## config.mk

```make
export PLATFORM = sky130hd
export DESIGN_NAME = scan_mux
export DESIGN_NICKNAME = d
export VERILOG_FILES = /design/src/rtl/scan_mux.sv
export SDC_FILE = /design/constraint.sdc
export NUM_CORES = 1
export LEC_CHECK = 0
export ABC_AREA = 0
export BUFFER_PORTS_ARGS = -buffer_cell sky130_fd_sc_hd__buf_2
export CAP_MARGIN = 30
export CORE_AREA = 3 3 126 128
export DETAILED_ROUTE_END_ITERATION = 8
export DIE_AREA = 0 0 129 131
export PLACE_DENSITY_LB_ADDON = 0.3
export SYNTH_ARGS = -nofsm -noshare
export SYNTH_HDL_FRONTEND = slang
export SYNTH_SLANG_ARGS = --single-unit
```

## constraint.sdc

```tcl
create_clock -name clock -period 1.5 [get_ports clock]
set_input_delay 0.075 -clock clock [delete_from_list [all_inputs] [get_ports clock]]
set_output_delay 0.075 -clock clock [all_outputs]
set_load 0.05 [all_outputs]
```

## src/rtl/scan_mux.sv

```systemverilog
// scan_mux: registered CHANNELS-way data selector with manual select and optional auto-scan.
// Scan mode, hold and wrap are built only when SCAN_MUX_SCAN_EN is defined; otherwise manual-only.
module scan_mux #(
    parameter int  DATA_WIDTH = 35,
    parameter int  CHANNELS   = 8,
    parameter int  SCAN_DIV   = 4,
    localparam int SEL_W      = (CHANNELS > 2) ? $clog2(CHANNELS) : 1
) (
    input  logic                           clock,
    input  logic                           reset,
    input  logic [CHANNELS*DATA_WIDTH-1:0] in_bus,
    input  logic [SEL_W-1:0]               select,
    input  logic                           enable,
    input  logic                           mode,
    input  logic                           hold,
    output logic [DATA_WIDTH-1:0]          out,
    output logic [SEL_W-1:0]               cur_sel,
    output logic                           out_valid,
    output logic                           wrap
);

    logic [SEL_W-1:0]      sel_d;
    logic [DATA_WIDTH-1:0] data_d;
    logic                  hit_d;

    // Compare against each legal index so codes past the last channel simply miss.
    always_comb begin
        data_d = '0;
        hit_d  = 1'b0;
        for (int unsigned k = 0; k < CHANNELS; k++) begin
            if (sel_d == SEL_W'(k)) begin
                data_d = in_bus[k*DATA_WIDTH +: DATA_WIDTH];
                hit_d  = 1'b1;
            end
        end
    end

`ifdef SCAN_MUX_SCAN_EN
    localparam int PRE_W = (SCAN_DIV > 1) ? $clog2(SCAN_DIV) : 1;

    typedef enum logic {
        MANUAL,
        SCAN
    } state_t;

    state_t           state_q;
    state_t           state_d;
    logic [PRE_W-1:0] pre_q;
    logic [PRE_W-1:0] pre_d;
    logic             wrap_d;

    always_comb begin
        state_d = mode ? SCAN : MANUAL;
        sel_d   = select;
        pre_d   = '0;
        wrap_d  = 1'b0;
        case (state_q)
            MANUAL: begin
                if (mode) begin
                    sel_d = '0;
                end
            end
            SCAN: begin
                if (mode) begin
                    if (hold) begin
                        sel_d = cur_sel;
                        pre_d = pre_q;
                    end else if (pre_q == PRE_W'(SCAN_DIV - 1)) begin
                        if (cur_sel == SEL_W'(CHANNELS - 1)) begin
                            sel_d  = '0;
                            wrap_d = 1'b1;
                        end else begin
                            sel_d = cur_sel + SEL_W'(1);
                        end
                    end else begin
                        sel_d = cur_sel;
                        pre_d = pre_q + PRE_W'(1);
                    end
                end
            end
            default: begin
                sel_d = select;
            end
        endcase
    end

    always_ff @(posedge clock) begin
        if (reset) begin
            state_q <= MANUAL;
            pre_q   <= '0;
            wrap    <= 1'b0;
        end else begin
            state_q <= state_d;
            pre_q   <= pre_d;
            wrap    <= wrap_d;
        end
    end
`else
    logic unused_scan_inputs;
    assign unused_scan_inputs = mode ^ hold ^ (SCAN_DIV > 0);
    assign sel_d              = select;
    assign wrap               = 1'b0;
`endif

    always_ff @(posedge clock) begin
        if (reset) begin
            out       <= '0;
            cur_sel   <= '0;
            out_valid <= 1'b0;
        end else begin
            cur_sel   <= sel_d;
            out_valid <= enable && hit_d;
            out       <= (enable && hit_d) ? data_d : '0;
        end
    end

endmodule

```

---- Yosys cells after proc, flatten, opt, wreduce, memory -nomap -nowiden ----
Cells that the tools add are included.
word-level totals
  register bits ........................... 39
  latch bits .............................. 0
  memory bits (writable) .................. 0
  bits in read-only memories .............. 0
  output and inout port bits .............. 40
  memories kept ........................... 0
cells by class
  add/sub/neg operators ................... 0
  $mul .................................... 0
  divide/modulo/power cells ............... 0
  order comparisons ....................... 0
  equality and inequality tests ........... 7
  shift operators ......................... 0
  multiplexer cells ....................... 16
  bitwise operators ....................... 1
  reductions and logical operators ........ 3
operators with widths
  kind                number
  $mux 35             8
  $eq 3x3->1 const B  4
  $mux 1              8
  $eq 3x2->1 const B  2
  $eq 3x1->1 const B  1
  $logic_not 3->1     1
  $reduce_or 2->1     1
  $logic_and 1x1->1   1
  $not 1->1           1

---- Logic depth before layout (Yosys ltp) ----
Gate-level depths: netlist of the first run.
  depth in word-level cells ............... 12
  mapped depth ............................ 6

---- Worst setup path before layout of the first run ----
No wires, ideal clock.
  path kind ............................... input to register
  start ................................... input port select[0]
  end ..................................... register out[0]
  arrival time ............................ 1.061 ns
  setup slack ............................. 0.304 ns
  stages on the path ...................... 5
  cell sequence ........................... buf_6 buf_12 mux4_1 nor2_1 a2111oi_2
between the ends
  word-level cells in the longest chain between the ends .. 12
  elaborated cells on any way between the ends .. 27
  classes of those cells .................. eq/ne (7); mux (16); bitwise (1); reduce/logical (3)
ends and longest elaborated chain
  what                       line  source
  from (decl)                12    input logic [SEL_W-1:0] select,
  $logic_not 3->1            31    if (sel_d == SEL_W'(k)) begin
  $mux 1 (8 in series)       31
  $logic_and 1x1->1          113   out <= (enable && hit_d) ? data_d : '0;
  $not 1->1 (no line)        -
  $reduce_or 2->1 (no line)  -
  to (signal assigned)       113
  to (decl)                  16    output logic [DATA_WIDTH-1:0] out,
Parallel ways exist; a longest one is shown, timed or not.
A chain may end at the register's enable or synchronous reset.

---- Final worst setup path of the first run ----
  start ................................... input port reset
  end ..................................... register out[32]
between the ends
  word-level cells in the longest chain between the ends .. 1
ends and longest elaborated chain
  what                       line  source
  from (decl)                10    input logic reset,
  $reduce_or 2->1 (no line)  -
Every way passes these cells.

==> results of run 1 <==
## sequential cells by signal, indices dropped and copies added, names as in the netlist
name	count
out	35
cur_sel	3
out_valid	1
## stage by stage
step           hold slack (ps)  area (um^2)  TNS [ps]  util (%)  cells
4_1_cts                  1.245         5527         0     36.90    842
5_1_grt                  12.17         5527         0     36.90    842
2_1_floorplan            146.6         3441         0         -    330
3_5_place_dp             285.3         5273    -134.1     35.20    826
3_3_place_gp             275.9         5273    -65.11     35.20    826
6_report                 9.997         5527         0     36.90    842
## placed cells by master (no fill, tap or decap)
cell           netlist  layout
a2111oi_2           21      21
or2b_1               1       1
o22ai_1             25      25
nand2b_2             0       1
nand2b_1            12      11
conb_1               1       1
a2111oi_0            1       1
clkbuf_8             0       1
dlygate4sd3_1        0       8
mux2i_1             30      30
o221ai_1            10      10
clkinv_2             0       1
nand2_1             10      10
buf_2               12     321
bufinv_16            0       1
mux4_1              14      14
inv_1               11      11
mux2_2              25      25
clkbuf_16            0       5
nor2b_1              4       4
buf_12               3       6
nor2_2               1       1
and2_1               1       1
buf_4                9      19
and3_1               1       1
a2111oi_1            3       3
nor2_1              50      50
nand3_1              1       1
a221oi_1            10      10
mux4_2              11      11
dfxtp_1             39      39
a32o_1              10      10
## path summary, 6_finish.rpt
check,slack [ps],cells after the start,start,end
max,140,5,reset,out[32]$_SDFF_PP0_
min,10,2,in_bus[276],out[31]$_SDFF_PP0_
## what timing repair did
action,4_1_cts,5_1_grt
setup endpoints to repair,0,0
hold endpoints to repair,10,0
hold buffers,8,0
## layer usage
layer | GRT usage [%] | vias to the layer above | wire [um]
met5 | 0 | - | 0
met4 | 4.077 | 0 | 183
met3 | 4.106 | 12 | 1142
met2 | 30.43 | 203 | 8045
met1 | 18.95 | 1954 | 5620
li1 | - | 1954 | -
## cell type report
| type | count | area (um^2) | area share (%) |
|---|---|---|---|
| multi-input cells | 242 | 2346 | 42.45 |
| repair buffers | 354 | 1949 | 35.27 |
| flip-flops and latches | 39 | 780.7 | 14.13 |
| well taps | 188 | 235.2 | 4.256 |
| clock buffers | 6 | 138.9 | 2.513 |
| inverters | 11 | 41.29 | 0.7471 |
| clock inverters | 2 | 35.03 | 0.6339 |
## cells by family after synthesis
| family | after synthesis |
|---|---|
| AOI/OAI and AO/OA | 80 |
| buffers and inverters | 49 |
| DFF | 39 |
| muxes | 80 |
| other | 1 |
| and+or+nand+nor | 81 |
## power groups by stage
stage	Clock [mW]	Sequential, mW	Combinational [mW]
2_1_floorplan	0	1.36	0.602
3_3_place_gp	0	1.14	1.38
3_5_place_dp	0	1.14	1.41
4_1_cts	1.35	1.12	1.43
5_1_grt	1.37	1.12	1.53
6_report	1.28	1.12	1.42
## worst max-delay path, stage by stage
cell and delay (ps):
buf_2 100, dlygate4sd3_1 590, nor2b_1 160, and3_1 460
a32o_1 200
==> out/metrics.yaml, run 1 <==
outcome: "finished, final reports clean"
cts-resized-gates: 0
yosysTopAreaCell: "dfxtp_1"
clk_pin_slew_ps: 60
p_int_mw: 2.605
worstSetupPathType: "primary input to flop"
power_mw: 3.807
grt.total_usage_pct: 16.44
grt_pass1_wl_um: 21600
dp_slack_ps: -25.60
synth.area.mux_share_pct: 34.80
postSynthCellCount: 330
grt_max_degree: 28
maxCapViolCount: 0
synth_compound_area_share_pct: 22.84
worst_slack_ps: 144.7
worstPathRequired_ps: 1730
leakage_nw: 2.742
wl_per_cell_um: 17.80
yosysWarningCount: 0
htreeDepth: 2
grt_pass1_vias: 4279
synth-adder-area-share_pct: 0
hpwl_um: 12570
syn2layout_area_growth_pct: 60.62
syn_area_per_cell_um2: 10.43
ys_top_cells_by_area: "dfxtp_1 23%, mux4_1 11%, a2111oi_2 9.2%"
p_per_area_nw_per_um2: 688.9
final_nets: 941
die-area_um2: 16900
synth_common_cells: "50 x nor2_1, 39 x dfxtp_1, 30 x mux2i_1"
async_flop_share_pct: 0
synth_xor_area_share_pct: 0
post-route-min-period_ps: 1355
arrival_ps: 1590
initial_core_util_pct: 22.97
synth_top_area_share_pct: 22.69
clkSinkCount: 39
switching_share_pct: 31.56
synth_top_family_by_area: "multiplexers"
initialDrtViolationCount: 135
first_pass_iters: 4
ys_seq_area_share_pct: 22.69
cts_setup_buffers: 0
cp_max_fo: 10
peakVddDrop_mv: 0.3551
finalSetupViolations: 0
die_h_um: 131
worstMarginPinSlew_ps: 848.4
die_x_um: 129
hold_path.class: "primary input to flop"
coreArea_um2: 14980
gp_congestion: 0.9171
slew_violations: 0
slew-limit-headroom_pct: 43.32
grt_overflow: 0
io_pins: 328
synth_flop_cell: "dfxtp_1"
synth_nets: 618
cp-start-kind: "primary input"
max_freq_mhz: 737.8
rsz0062_at_grt: "no"
synth.distinct_cells: 31
synth_edf_count: 0
synth_seq_cells: 39
drt-total-wl_um: 14990
comb_power_share_pct: 37.2
finalHoldViolations: 0
via_per_inst: 4.897
tritoncts: "yes"
synth_area_um2: 3441
port_buffers: 324
antenna_found_initial: 0
numCtsBuffers: 5
fillers: 1559
synth-simple-area-share_pct: 10.36
end_kind: "flop"
ant_nets: 0
synth_most_common_cell: "nor2_1"
diodes: 0
drc_errors: 0
drive_gt1_share_pct: 63.15
clockBufferDepth: 2
finalCritPeriodShare_pct: 90.36
rows: 45
pwr-share-seq_pct: 29.3
num_vias: 4123
cts_root_buffer: "clkbuf_16"
p_clk_share_pct: 33.5
p_sw_mw: 1.202
(Power assumes the default switching activity.)
==> run 2: changes to the inputs <==
Settings changed: CORE_AREA 3 3 126 128 to 3 3 125 127, DIE_AREA 0 0 129 131 to 0 0 128 130.
==> out/metrics.yaml, run 2 (synthesized netlist as in run 1, its figures left out) <==
wl_per_cell_um: 18.25  # was 17.80 um
clkSinkCount: 39  # unchanged
grt_pass1_vias: 4230  # was 4279
grt_overflow: 0  # unchanged
coreArea_um2: 14530  # was 14980 um^2
gp_congestion: 0.8698  # was 0.9171
cp-start-kind: "primary input"  # unchanged
critPathBufInv: 2  # unchanged
outcome: "finished, final reports clean"  # unchanged
ant_nets: 0  # unchanged
placed_area_um2: 5263  # was 5273 um^2
worstPathCellList: "buf_2 > dlygate4sd3_1 > nor2b_1 > and3_1 > a32o_1"  # unchanged
cts_root_buffer: "clkbuf_16"  # unchanged
finalSetupViolations: 0  # unchanged
grt_pass1_wl_um: 21840  # was 21600 um
initial_core_util_pct: 23.67  # was 22.97%
cp_max_fo: 10  # unchanged
post-route-min-period_ps: 1353  # was 1355 ps
hold_path.class: "primary input to flop"  # unchanged
die_h_um: 130  # was 131 um
final_util_pct: 37.45  # was 36.90%
drive_gt1_share_pct: 63.59  # was 63.15%
final_common_cell: "buf_2"  # unchanged
grt.total_usage_pct: 16.67  # was 16.44%
startpoint: "reset"  # unchanged
slew_violations: 0  # unchanged
top_regs: "out: 35 flops, cur_sel: 3 flops, out_valid: 1 flops"  # unchanged
tritoncts: "yes"  # unchanged
finalCritPeriodShare_pct: 90.17  # was 90.36%
worstMarginPinSlew_ps: 812.1  # was 848.4 ps
htreeDepth: 2  # unchanged
antenna_found_initial: 1  # was 0
hpwl_um: 12530  # was 12570 um
critical_path.top_delay_family: "buffers and inverters"  # unchanged
initialDrtViolationCount: 151  # was 135
via_per_inst: 4.949  # was 4.897
leakage_nw: 2.714  # was 2.742 nW
finalHoldViolations: 0  # unchanged
finalSetupTns_ps: 0  # unchanged
clk_pin_slew_ps: 70  # was 60 ps
layout_common_cells: "321 x buf_2, 50 x nor2_1, 39 x dfxtp_1"  # unchanged
port_buffers: 324  # unchanged
syn2layout_area_growth_pct: 58.18  # was 60.62%
grt_max_degree: 34  # was 28
rows: 44  # was 45
drt-total-wl_um: 15240  # was 14990 um
slew-limit-headroom_pct: 45.75  # was 43.32%
first_pass_iters: 4  # unchanged
die_x_um: 128  # was 129 um
rsz0062_at_grt: "no"  # unchanged
power_mw: 3.585  # was 3.807 mW
num_vias: 4132  # was 4123
diodes: 0  # unchanged
peakVddDrop_mv: 0.3531  # was 0.3551 mV
slowest_stage: "dlygate4sd3_1"  # unchanged
p_per_area_nw_per_um2: 658.7  # was 688.9 nW/um^2
regMostFlops: "out"  # unchanged
worstPathRequired_ps: 1720  # was 1730 ps
worstSetupPathDepth: 5  # unchanged
clockBufferDepth: 2  # unchanged
crit_path_end: "out[11]$_SDFF_PP0_"  # was out[32]$_SDFF_PP0_
max_freq_mhz: 739.3  # was 737.8 MHz
die-area_um2: 16640  # was 16900 um^2
maxCapViolCount: 0  # unchanged
arrival_ps: 1580  # was 1590 ps
end_kind: "flop"  # unchanged
holdWs_ps: 13.81  # was 9.997 ps
io_pins: 328  # unchanged
worstSetupPathType: "primary input to flop"  # unchanged
fin_area_um2: 5443  # was 5527 um^2
largest_register_ffs: 35  # unchanged
cts_setup_buffers: 0  # unchanged
numCtsBuffers: 5  # unchanged
cp_slowest_stage_delay_ps: 550  # was 590 ps
final_nets: 938  # was 941
drc_errors: 0  # unchanged
run 2: cell count changes in the layout (fill, tap and decap cells not counted):
cell	change
dlygate4sd3_1	-4
clkbuf_8	-1
buf_12	-1
buf_4	+2
bufinv_16	-1
clkinv_2	+2
run 2: power by group:
group | total [mW] | switching (mW) | internal [mW] | leakage [nW]
registers | 1.12 | 0.0160 | 1.10 | 0.321
clock network | 1.07 | 0.458 | 0.608 | 0.0733
logic | 1.40 | 0.735 | 0.669 | 2.32
run 2: worst min-delay path by stage:
stage | from | end | slack, ps | cells past startpoint
3_3_place_gp | reset | cur_sel[2]$_SDFF_PP0_ | 280 | 2
2_1_floorplan | reset | cur_sel[1]$_SDFF_PP0_ | 150 | 1
6_report | in_bus[249] | out[4]$_SDFF_PP0_ | 10 | 2
5_1_grt | in_bus[261] | out[16]$_SDFF_PP0_ | 10 | 2
4_1_cts | in_bus[257] | out[12]$_SDFF_PP0_ | 0.5 | 2
3_5_place_dp | reset | cur_sel[1]$_SDFF_PP0_ | 290 | 2
run 2: area by class of cell:
type                            instances  area, um^2
Clock buffer                            5       125.1
Clock inverter                          3       15.01
Fill cell                            1527        9091
Inverter                               11       41.29
Multi-Input combinational cell        242        2346
Sequential cell                        39       780.7
Tap cell                              184       230.2
Timing Repair Buffer                  351        1904
run 2: repair_timing:
action / 4_1_cts / 5_1_grt
hold endpoints to repair: 3 / 1
resized for setup: 0 / 0
hold buffers: 3 / 1
run 2: metrics by stage:
stage	cells	setup WS (ps)
after CTS	834	182.9
after floorplan	330	304.1
final	835	147.4
after detailed placement	823	-30.56
after global placement	823	-14.87
after global routing	835	82.70
run 2: per-layer routing:
| metal | wire length (um) | GRT usage [%] |
|---|---|---|
| met5 | 13 | 0 |
| met4 | 366 | 5.056 |
| met3 | 1178 | 4.216 |
| met2 | 7671 | 29.08 |
| met1 | 6007 | 20.26 |
==> run 3: changes to the inputs <==
Clock period 1.5 ns to 1.15 ns, I/O delays scaled along.
==> out/metrics.yaml, run 3 (synthesized netlist as in run 1, its figures left out) <==
cts_root_buffer: "clkbuf_16"  # unchanged
peakVddDrop_mv: 0.4968  # was 0.3531 mV
grt_overflow: 0  # unchanged
drt-total-wl_um: 15020  # was 15240 um
worstSetupPathType: "primary input to flop"  # unchanged
hold_path.class: "primary input to flop"  # unchanged
finalSetupViolations: 0  # unchanged
slew_violations: 0  # unchanged
finalSetupTns_ps: 0  # unchanged
switching_share_pct: 31.94  # was 33.71%
diodes: 0  # unchanged
hpwl_um: 12550  # was 12530 um
worstPathCellList: "buf_4 > buf_12 > mux4_1 > nor2_1 > a2111oi_2"  # was buf_2 > dlygate4sd3_1 > nor2b_1 > and3_1 > a32o_1
cp_slowest_stage_delay_ps: 580  # was 550 ps
die-area_um2: 16640  # unchanged
p_int_mw: 3.301  # was 2.377 mW
p_clk_share_pct: 30.5  # was 29.7%
io_pins: 328  # unchanged
antenna_found_initial: 0  # was 1
num_vias: 4171  # was 4132
port_buffers: 324  # unchanged
multi_input_area_um2: 2347  # was 2346 um^2
clockBufferDepth: 2  # unchanged
startpoint: "select[0]"  # was reset
finalHoldViolations: 0  # unchanged
instances_no_fill: 854  # was 835
final_nets: 957  # was 938
die_x_um: 128  # unchanged
top_regs: "out: 35 flops, cur_sel: 3 flops, out_valid: 1 flops"  # unchanged
p_per_area_nw_per_um2: 853.0  # was 658.7 nW/um^2
post-route-min-period_ps: 1038
numCtsBuffers: 5  # unchanged
power_mw: 4.849  # was 3.585 mW
initialDrtViolationCount: 204  # was 151
via_per_inst: 4.884  # was 4.949
clkSinkCount: 39  # unchanged
finalCritPeriodShare_pct: 90.25
clk_pin_slew_ps: 60  # was 70 ps
tritoncts: "yes"  # unchanged
layout_common_cells: "321 x buf_2, 50 x nor2_1, 39 x dfxtp_1"  # unchanged
htreeDepth: 2  # unchanged
final-seq-area_um2: 780.7  # unchanged
ant_nets: 0  # unchanged
maxCapViolCount: 0  # unchanged
rows: 44  # unchanged
grt_pass1_vias: 4393  # was 4230
final_util_pct: 39.12  # was 37.45%
wl_per_cell_um: 17.59  # was 18.25 um
worstPathRequired_ps: 1310  # was 1720 ps
end_kind: "flop"  # unchanged
rsz0062_at_grt: "no"  # unchanged
grt_max_degree: 27  # was 34
slowest_stage: "mux4_1"  # was dlygate4sd3_1
regMostFlops: "out"  # unchanged
cp-start-kind: "primary input"  # unchanged
p_sw_mw: 1.549  # was 1.209 mW
max_freq_mhz: 963.5
comb_power_share_pct: 39.6  # was 39.2%
initial_core_util_pct: 23.67  # unchanged
cts_setup_buffers: 0  # unchanged
cp_max_fo: 22  # was 10
largest_register_ffs: 35  # unchanged
crit_path_end: "out[1]$_SDFF_PP0_"  # was out[11]$_SDFF_PP0_
leakage_nw: 2.836  # was 2.714 nW
arrival_ps: 1200  # was 1580 ps
grt.total_usage_pct: 16.24  # was 16.67%
pwr-share-seq_pct: 30.0  # was 31.1%
die_h_um: 130  # unchanged
gp_congestion: 0.8569  # was 0.8698
outcome: "finished, final reports clean"  # unchanged
fillers: 1480  # was 1527
drc_errors: 0  # unchanged
drive_gt1_share_pct: 64.18  # was 63.59%
first_pass_iters: 4  # unchanged
holdWs_ps: 9.631  # was 13.81 ps
dp.cells: 839  # was 823
coreArea_um2: 14530  # unchanged
final_common_cell: "buf_2"  # unchanged
grt_pass1_wl_um: 21480  # was 21840 um
syn2layout_area_growth_pct: 65.24  # was 58.18%
run 3: cell count changes in the layout (fill, tap and decap cells not counted), sizes merged:
cell,delta
buf,+16
clkbuf,+3
clkinv,-3
dlygate4sd3,+3
run 3: worst max-delay path, delay by kind of cell:
kind | cells | cell delay, ps
buffers and inverters | 2 | 340
AO/OA/AOI/OAI | 1 | 70
multiplexers | 1 | 580
AND/OR/NAND/NOR | 1 | 140
run 3: how the worst min path moves through the flow:
stage                            from  cells past startpoint                     to  slack [ps]
final                     in_bus[276]                      2     out[31]$_SDFF_PP0_          10
after floorplan                 reset                      1  cur_sel[1]$_SDFF_PP0_         130
after global placement          reset                      2  cur_sel[1]$_SDFF_PP0_         270
after detailed placement  in_bus[257]                      2     out[12]$_SDFF_PP0_         270
after global routing      in_bus[276]                      2     out[31]$_SDFF_PP0_          10
after CTS                 in_bus[256]                      2     out[11]$_SDFF_PP0_         0.2
run 3: final cells by class:
class | count | share of cell area [%]
sequential | 39 | 13.73
clock buffer | 8 | 2.751
multi-input combinational | 242 | 41.29
inverter | 11 | 0.7262
tap | 184 | 4.049
timing repair buffer | 370 | 37.46
run 3: what timing repair did:
action / CTS / global route
endpoints found under the hold margin: 8 / 0
endpoints found under the setup margin: 0 / 10
hold buffers: 7 / 0
resized for setup: 0 / 1
run 3: stage by stage:
| stage | instance area (um^2) | worst slack [ps] |
|---|---|---|
| after floorplan | 3453 | -9.217 |
| after global placement | 5458 | -197.3 |
| after detailed placement | 5458 | -289.9 |
| after CTS | 5684 | 17.29 |
| after global routing | 5685 | 43.85 |
| final | 5685 | 112.1 |
run 3: power groups by stage:
stage | registers, mW | logic [mW] | clock network [mW]
after floorplan | 1.78 | 0.791 | 0
after global placement | 1.48 | 1.87 | 0
after detailed placement | 1.48 | 1.91 | 0
after CTS | 1.45 | 1.93 | 1.56
after global routing | 1.46 | 2.06 | 1.59
final | 1.45 | 1.92 | 1.48
run 3: layer usage:
metal  wire length (um)  track usage [%]  up-vias
li1                   -                -     1992
met1               5776            18.83     1962
met2               7836            30.10      197
met3               1178            3.684       20
met4                228            4.307        0
met5                  0                0        -
